--- config.mk ---
export PLATFORM = sky130hd
export DESIGN_NAME = cdc_event_arbiter
export DESIGN_NICKNAME = d
export VERILOG_FILES = /design/src/rtl/cdc_event_arbiter.sv
export SDC_FILE = /design/constraint.sdc
export NUM_CORES = 1
export LEC_CHECK = 0
export ABC_CLOCK_PERIOD_IN_PS = 3630
export CAP_MARGIN = 20
export CORE_AREA = 2 2 57 59
export DETAILED_ROUTE_END_ITERATION = 10
export DIE_AREA = 0 0 59 61
export PLACE_DENSITY = 0.73
export SLEW_MARGIN = 40
export SYNTH_ARGS = -nofsm -noshare
export SYNTH_HDL_FRONTEND = slang
export SYNTH_SLANG_ARGS = --single-unit
--- constraint.sdc ---
create_clock -name clk -period 3.63 [get_ports clk]
set_input_delay 0.363 -clock clk [delete_from_list [all_inputs] [get_ports clk]]
set_output_delay 0.363 -clock clk [all_outputs]
set_load 0.05 [all_outputs]
--- src/rtl/cdc_event_arbiter.sv ---
// cdc_event_arbiter: collects single-cycle events from NUM_REQ requesters and
// serialises them onto one req/ack handshake crossing. Each grant issues one
// xfer_req pulse carrying the requester index on xfer_tag, then holds off for
// GUARD_CYCLES so the crossing can finish its round trip before the next one.
module cdc_event_arbiter #(
  parameter int NUM_REQ      = 4,
  parameter int GUARD_CYCLES = 16,
  localparam int TAG_W       = $clog2(NUM_REQ)
) (
  input  logic               clk,
  input  logic               reset_n,
  input  logic [NUM_REQ-1:0] evt_in,
  input  logic               ovf_clr,
  output logic               xfer_req,
  output logic [TAG_W-1:0]   xfer_tag,
  output logic               busy,
  output logic [NUM_REQ-1:0] pending_out,
  output logic [NUM_REQ-1:0] ovf_out
);

  localparam int CNT_W = 8;

  typedef enum logic [1:0] {
    IDLE  = 2'd0,
    ISSUE = 2'd1,
    GUARD = 2'd2
  } state_t;

  state_t             state;
  logic [CNT_W-1:0]   cnt;
  logic [TAG_W-1:0]   last_grant;
  logic [NUM_REQ-1:0] pending;
  logic [NUM_REQ-1:0] ovf;

  logic [TAG_W-1:0]   winner;
  logic               found;
  logic               grant;
  logic [NUM_REQ-1:0] grant_mask;
  logic [NUM_REQ-1:0] ovf_set;
  logic [NUM_REQ-1:0] pending_nxt;

  // Round-robin search: first set pending bit starting just after last_grant.
  // NOTE: every variable driven here gets a default first so no path leaves it
  // unassigned, which would otherwise infer a latch.
  always_comb begin
    winner = '0;
    found  = 1'b0;
    for (int k = 0; k < NUM_REQ; k++) begin
      int               idx;
      logic [TAG_W-1:0] sel;
      idx = (int'(last_grant) + 1 + k) % NUM_REQ;
      sel = TAG_W'(idx);
      if (!found && pending[sel]) begin
        found  = 1'b1;
        winner = sel;
      end
    end
  end

  assign grant = (state == IDLE) && found;

  // Pending/overflow next-state: a grant clears its bit, but a fresh event on
  // the same edge re-arms it without counting as an overflow.
  always_comb begin
    grant_mask = '0;
    if (grant) grant_mask[winner] = 1'b1;
    ovf_set     = evt_in & pending & ~grant_mask;
    pending_nxt = evt_in | (pending & ~grant_mask);
  end

  // Event capture and sticky overflow flags; a set beats a same-edge clear.
  // NOTE: the design holds only flops (no memory arrays), so every state bit is
  // given an async reset value; events in flight at reset are simply dropped.
  always_ff @(posedge clk or negedge reset_n) begin
    if (!reset_n) begin
      pending <= '0;
      ovf     <= '0;
    end else begin
      pending <= pending_nxt;
      ovf     <= (ovf & ~{NUM_REQ{ovf_clr}}) | ovf_set;
    end
  end

  // Issue FSM: IDLE grants, ISSUE pulses xfer_req for one cycle, GUARD waits.
  // NOTE: sequential state uses non-blocking assignments so every flop samples
  // pre-edge values, independent of statement order.
  always_ff @(posedge clk or negedge reset_n) begin
    if (!reset_n) begin
      state      <= IDLE;
      cnt        <= '0;
      xfer_req   <= 1'b0;
      xfer_tag   <= '0;
      last_grant <= TAG_W'(NUM_REQ - 1);
    end else begin
      case (state)
        IDLE: begin
          if (grant) begin
            state      <= ISSUE;
            xfer_req   <= 1'b1;
            xfer_tag   <= winner;
            last_grant <= winner;
          end
        end
        ISSUE: begin
          state    <= GUARD;
          xfer_req <= 1'b0;
          cnt      <= CNT_W'(GUARD_CYCLES - 1);
        end
        GUARD: begin
          if (cnt == '0) state <= IDLE;
          else           cnt   <= cnt - 1'b1;
        end
        default: begin
          state    <= IDLE;
          xfer_req <= 1'b0;
        end
      endcase
    end
  end

  assign busy        = (state != IDLE);
  assign pending_out = pending;
  assign ovf_out     = ovf;

endmodule

==> results by group, run 1 <==
Outcome
  • Outcome: finished clean

Timing
  • Minimum clock period after layout: 2.27 ns
  • FMAX: 441 MHz
  • Final worst-path cycle share: 62.4%
  • Setup violators final: 0
  • Final Slew Violations: 0
  • Setup TNS: 0 ns
  • Slew HR: 54.5%
  • Worst Skew: 0.00298 ns
  • Final hold vios: 0
  • Unrepaired setup endpoints after global routing: no
  • Slew @ Worst Pin: 0.682 ns

Logic synthesis
  • Synth Instances: 126
  • Syn. warnings: 0
  • Post-synth EDFFs: 0
  • Synth Register Bits: 23
  • Top FF cell, synth: dfrtp_1
  • Avg Cell Area, Syn: 9.24 sq um
  • Syn Nets: 134
  • Post-synthesis sequential area ratio: 49.6%
  • Yosys cell types: 37
  • Synth Cell Area: 0.00116 sq mm
  • Post-synth ARST share: 100%

Die
  • Width of the die: 59 um
  • DIE AREA: 0.00360 sq mm
  • Core ar.: 0.00295 sq mm
  • Initial Util: 39.4%
  • I/O pins: 19
  • Num rows: 20
  • Die height: 61 um

Layout
  • Area delta synth->final: 19.1%
  • Layout fillers: 295
  • ANT cells: 0
  • Layout cells sized above 1: 8.39%
  • Nets: 152
  • Final Util: 47.0%

CTS
  • Root buf cell: clkbuf_4
  • Setup bufs post-CTS: 0
  • CTS clk-pin slew, worst paths: 0.12 ns
  • Hold Buf Count CTS: 0
  • Htree depth: 1
  • # clock sinks: 23
  • Worst skew pair latency: 0.30 ns
  • # resized after CTS: 0
  • CTS tree: built
  • Clock Tree Buf Depth: 2
  • Total clock buffers created by CTS: 3

Critical path
  • Critical path peak fanout: 13
  • Setup CP Type: register to output pin
  • Crit start category: register
  • Critical Path End Type: output pin
  • Worst path arrival time: 1.90 ns
  • CP required: 3.27 ns

Pwr
  • Pwr dens: 332 mW/mm^2
  • Maximum VDD drop: 0.000127 V
  • Leak Pwr: 0.584 nW

Global routing
  • Overflow after GRT: 0
  • Vias in the first global route: 987
  • Initial antenna violation count: 0
  • Global-route usage over all layers: 15.8%
  • First-pass GRT wire length: 4310 um
  • Largest net degree at the start of global routing: 24

Place
  • Routability cong.: 0.891
  • Port bufs: 18
  • Detail Placement HPWL: 1750 um

Drt
  • Initial DRT Pass Iterations: 4
  • Detailed Route WL: 2430 um
  • Drt via density: 5.53
  • DRC: 0
  • Via count: 974
  • DRT antenna net count: 0
  • Initial DRC count: 27
  • Avg WL per Cell: 13.8 um

Worst hold path
  • Worst Hold Class: input port to async pin

Flow run
  • # Max-Cap Violations: 0
[sequential cells by signal, indices dropped and copies added (netlist names)]
register     flops
state            2
ovf_out          4
last_grant       2
xfer_tag         2
pending_out      4
xfer_req         1
cnt              8
[where the power goes]
part	total, mW	internal [mW]	switching (mW)	leakage, nW
Clock	0.114	0.0428	0.0716	0.0150
Sequential	0.273	0.267	0.00612	0.266
Combinational	0.0736	0.0261	0.0475	0.303
Total	0.461	0.336	0.125	0.584
[worst paths after layout]
check | slack [ns] | startpoint | to | cells past startpoint
max reg2reg | 1.72 | cnt[3]$_DFFE_PN0P_ | cnt[1]$_DFFE_PN0P_ | 4
max in group asynchronous | 3.26 | reset_n | last_grant[1]$_DFFE_PN1P_ | 1
min reg2reg | 0.51 | ovf_out[3]$_DFF_PN0_ | ovf_out[3]$_DFF_PN0_ | 1
min in group clk | 0.51 | ovf_out[3]$_DFF_PN0_ | ovf_out[3]$_DFF_PN0_ | 1
max | 1.36 | state[1]$_DFFE_PN0P_ | busy | 2
min | 0.008 | reset_n | cnt[4]$_DFFE_PN0P_ | 1
[cells by family after synthesis]
| kind of cell | share of synthesized area [%] |
|---|---|
| buffers and inverters | 4.30 |
| AOI/OAI and AO/OA | 21.9 |
| DFF | 49.6 |
| adders and majority gates | 1.07 |
| and+or+nand+nor | 22.2 |
| muxes | 0.859 |
[cell type report]
type                            count  area [sq um]  area share [%]
Multi-Input combinational cell     90           537            38.7
Tap cell                           33          41.3            2.98
Sequential cell                    23           578            41.7
Clock buffer                        4          26.3            1.89
Timing Repair Buffer               18           175            12.6
Inverter                            8          30.0            2.16
[Yosys cell counts (2+ instances only)]
library cell	number	share of area, %
or3_2	2	1.3
nand2b_1	4	2.1
nor3_1	4	1.7
o21ai_0	6	2.6
inv_1	8	2.6
o211ai_1	2	1.3
nand3_1	2	0.86
nand2_1	6	1.9
clkbuf_1	4	1.3
a21oi_1	9	3.9
dfstp_2	2	4.5
or2_2	2	1.1
nor4_1	4	2.1
or3_1	2	1.1
dfrtp_1	21	45
nand4_1	2	1.1
a22oi_1	2	1.3
a21o_1	4	2.6
nor2_1	15	4.8
a31oi_1	5	2.7
nor2b_1	4	2.1
[cells in the final DEF (no fill, tap or decap), types with 3 or more instances in the layout]
cell,Yosys,routed
clkdlybuf4s50_1,0,17
a31oi_1,5,5
clkbuf_4,0,3
inv_1,8,8
nand2_1,6,6
nand2b_1,4,4
dfrtp_1,21,21
o21ai_0,6,6
a21oi_1,9,9
nor4_1,4,4
nor3_1,4,4
nor2b_1,4,4
a21o_1,4,4
nor2_1,15,15
[metrics by stage]
step	std cells	hold WS, ns	cell area, sq um	power, mW	setup slack [ns]
6_report	176	0.00822	1390	0.461	1.36
5_1_grt	176	0.0128	1390	0.491	1.26
4_1_cts	176	0.0205	1390	0.468	1.37
3_5_place_dp	172	0.367	1360	0.352	1.72
3_3_place_gp	172	0.467	1370	0.351	1.74
2_1_floorplan	126	0.0674	1160	0.322	1.84
[critical path, stage by stage, from the launching register on]
cell and delay [ns]:
dfrtp_1 0.53, or2_2 0.36, clkdlybuf4s50_1 0.71
[layer usage]
layer,global-route usage [%],part of all wire [%]
met1,21.4,49
met2,23.7,46
met3,2.35,2.4
met4,10.1,2.0
met5,0,0
Power figures use the tool's default switching activity.
==> inputs of run 2 (changes only) <==
Settings changed: ABC_CLOCK_PERIOD_IN_PS 3630 to 2200.
Clock period 3.63 ns to 2.2 ns, I/O delays scaled along.
==> run 2 against run 1 <==
  * Routed wire length grew 0.41%
  * Critical path depth increased by 2
  * Global-route usage is 0.78 points lower
  * Critical path type is now register to register
  * Highest routed layer unchanged
==> results by group, run 2 (synthesis gave the netlist of run 1 again) <==
Pwr
  • Leak Pwr: 0.594 nW (was 0.584 nW)
  • Pwr dens: 542 mW/mm^2 (was 332 mW/mm^2)
  • Maximum VDD drop: 0.000294 V (was 0.000127 V)

Timing
  • Worst Skew: 0.00717 ns (was 0.00298 ns)
  • Hold Worst Slack: 0.252 ns (was 0.00822 ns)
  • Final worst-path cycle share: 85.7%
  • FMAX: 530 MHz
  • Slew @ Worst Pin: 0.658 ns (was 0.682 ns)
  • Setup TNS: 0 ns (unchanged)
  • Unrepaired setup endpoints after global routing: no (unchanged)
  • Minimum clock period after layout: 1.89 ns
  • Slew HR: 56.1% (was 54.5%)
  • Worst setup margin: 0.314 ns (was 1.36 ns)
  • Final hold vios: 0 (unchanged)
  • Setup violators final: 0 (unchanged)
  • Final Slew Violations: 0 (unchanged)

Critical path
  • Critical Path End Type: register (was output pin)
  • Setup CP Type: register to register (was register to output pin)
  • Reg-to-reg slack, setup: 0.31 ns (was 1.72 ns)
  • CP required: 2.45 ns (was 3.27 ns)
  • Critical R2R Capture: cnt[1]$_DFFE_PN0P_ (unchanged)
  • Crit start category: register (unchanged)
  • Critical R2R Launch: cnt[3]$_DFFE_PN0P_ (unchanged)
  • Worst r2r path cells: 4 (unchanged)
  • Critical path peak fanout: 8 (was 13)
  • Worst path arrival time: 2.14 ns (was 1.90 ns)

Drt
  • Met3 wire length: 55 um (was 58 um)
  • DRT antenna net count: 0 (unchanged)
  • Drt via density: 5.72 (was 5.53)
  • Max layer used: met4 (unchanged)
  • DR WL met2: 1140 um (was 1130 um)
  • Initial DRC count: 39 (was 27)
  • M1 wire length: 1210 um (was 1190 um)
  • DRC: 0 (unchanged)
  • Detailed Route WL: 2440 um (was 2430 um)
  • Via count: 1019 (was 974)
  • Avg WL per Cell: 13.7 um (was 13.8 um)
  • Initial DRT Pass Iterations: 6 (was 4)

Layout
  • ANT cells: 0 (unchanged)
  • Most frequent cells in the layout: 21 x dfrtp_1, 17 x clkdlybuf4s50_1, 15 x nor2_1 (unchanged)
  • Layout fillers: 291 (was 295)
  • Layout Cell Area excl Fill: 0.00141 sq mm (was 0.00139 sq mm)
  • Area delta synth->final: 21.1% (was 19.1%)
  • Most common cell after layout, fill and taps aside: dfrtp_1 (unchanged)
  • Max reg flops: 8 (unchanged)
  • Layout cells sized above 1: 8.97% (was 8.39%)
  • Multi-input logic area: 537 sq um (unchanged)
  • Most flops, register: cnt (unchanged)
  • Nets: 154 (was 152)
  • FF/Latch Area: 578 sq um (unchanged)

Worst hold path
  • Worst Hold Class: input port to async pin (unchanged)

Die
  • Die height: 61 um (unchanged)
  • Initial Util: 39.4% (unchanged)
  • Num rows: 20 (unchanged)
  • I/O pins: 19 (unchanged)
  • DIE AREA: 0.00360 sq mm (unchanged)
  • Width of the die: 59 um (unchanged)
  • Core ar.: 0.00295 sq mm (unchanged)

CTS
  • # clock sinks: 23 (unchanged)
  • Root buf cell: clkbuf_4 (unchanged)
  • CTS clk-pin slew, worst paths: 0.12 ns (about the same)
  • CTS tree: built (unchanged)
  • Hold Buf Count CTS: 0 (unchanged)
  • Worst skew pair latency: 0.30 ns (about the same)
  • Total clock buffers created by CTS: 3 (unchanged)
  • Htree depth: 1 (unchanged)
  • Clock Tree Buf Depth: 2 (unchanged)

Place
  • Pre-CTS setup slack: 0.347 ns (was 1.72 ns)
  • Routability cong.: 0.802 (was 0.891)
  • Port bufs: 18 (unchanged)
  • Detail Placement HPWL: 1790 um (was 1750 um)
  • Placed cell areas: 0.00138 sq mm (was 0.00136 sq mm)

Flow run
  • # Max-Cap Violations: 0 (unchanged)

Global routing
  • Initial antenna violation count: 0 (unchanged)
  • Global-route usage over all layers: 15.0% (was 15.8%)
  • Overflow after GRT: 0 (unchanged)
  • Largest net degree at the start of global routing: 24 (unchanged)
  • First-pass GRT wire length: 4110 um (was 4310 um)
  • Vias in the first global route: 924 (was 987)

Outcome
  • Outcome: finished clean (unchanged)
run 2: per-stage QoR:
| stage | instances | total power [mW] | utilization (%) |
|---|---|---|---|
| after floorplan | 126 | 0.531 | - |
| after global routing | 178 | 0.810 | 47.8 |
| after CTS | 178 | 0.775 | 47.7 |
| after global placement | 174 | 0.580 | 46.8 |
| after detailed placement | 174 | 0.583 | 46.8 |
| final | 178 | 0.764 | 47.8 |
run 2: final cells by class:
class	count	share of cell area (%)
clock buffers	4	1.86
repair buffers	20	14.0
flip-flops and latches	23	41.0
inverters	8	2.13
well taps	33	2.93
multi-input cells	90	38.1
run 2: worst max-delay path by stage:
| stage | start | cells after the start | to | slack, ns |
|---|---|---|---|---|
| global route | cnt[3]$_DFFE_PN0P_ | 4 | cnt[1]$_DFFE_PN0P_ | 0.24 |
| global placement | cnt[3]$_DFFE_PN0P_ | 4 | cnt[1]$_DFFE_PN0P_ | 0.38 |
| CTS | state[1]$_DFFE_PN0P_ | 2 | busy | 0.07 |
| floorplan | cnt[3]$_DFFE_PN0P_ | 5 | cnt[1]$_DFFE_PN0P_ | 0.41 |
| finish | cnt[3]$_DFFE_PN0P_ | 4 | cnt[1]$_DFFE_PN0P_ | 0.31 |
| detailed placement | cnt[3]$_DFFE_PN0P_ | 4 | cnt[1]$_DFFE_PN0P_ | 0.35 |
run 2: layer usage:
| metal | up-vias | track usage (%) |
|---|---|---|
| li1 | 498 | - |
| met1 | 499 | 20.6 |
| met2 | 20 | 24.3 |
| met3 | 2 | 1.92 |
| met4 | 0 | 5.84 |
| met5 | - | 0 |
run 2: timing repair:
action / CTS / global route
endpoints found under the setup margin: 0 / 1
resized for setup: 0 / 1
setup buffers: 0 / 0
run 2: critical path: stages (launching register included):
cell and delay, ns:
dfrtp_1 0.46, or4_1 0.65, or3_1 0.41, a31oi_1 0.17, o32a_2 0.16
run 2: report_power, final:
| part | internal, mW | switching, mW | leakage (nW) | total (mW) |
|---|---|---|---|---|
| clock network | 0.0705 | 0.118 | 0.0150 | 0.189 |
| registers | 0.440 | 0.0108 | 0.266 | 0.451 |
| logic | 0.0451 | 0.0789 | 0.313 | 0.124 |
==> inputs of run 3 (changes only) <==
Settings changed: SETUP_SLACK_MARGIN from default to 0.02.
==> results of run 3 <==
Same layout as run 2: the final DEF is identical, and so are final timing and power.
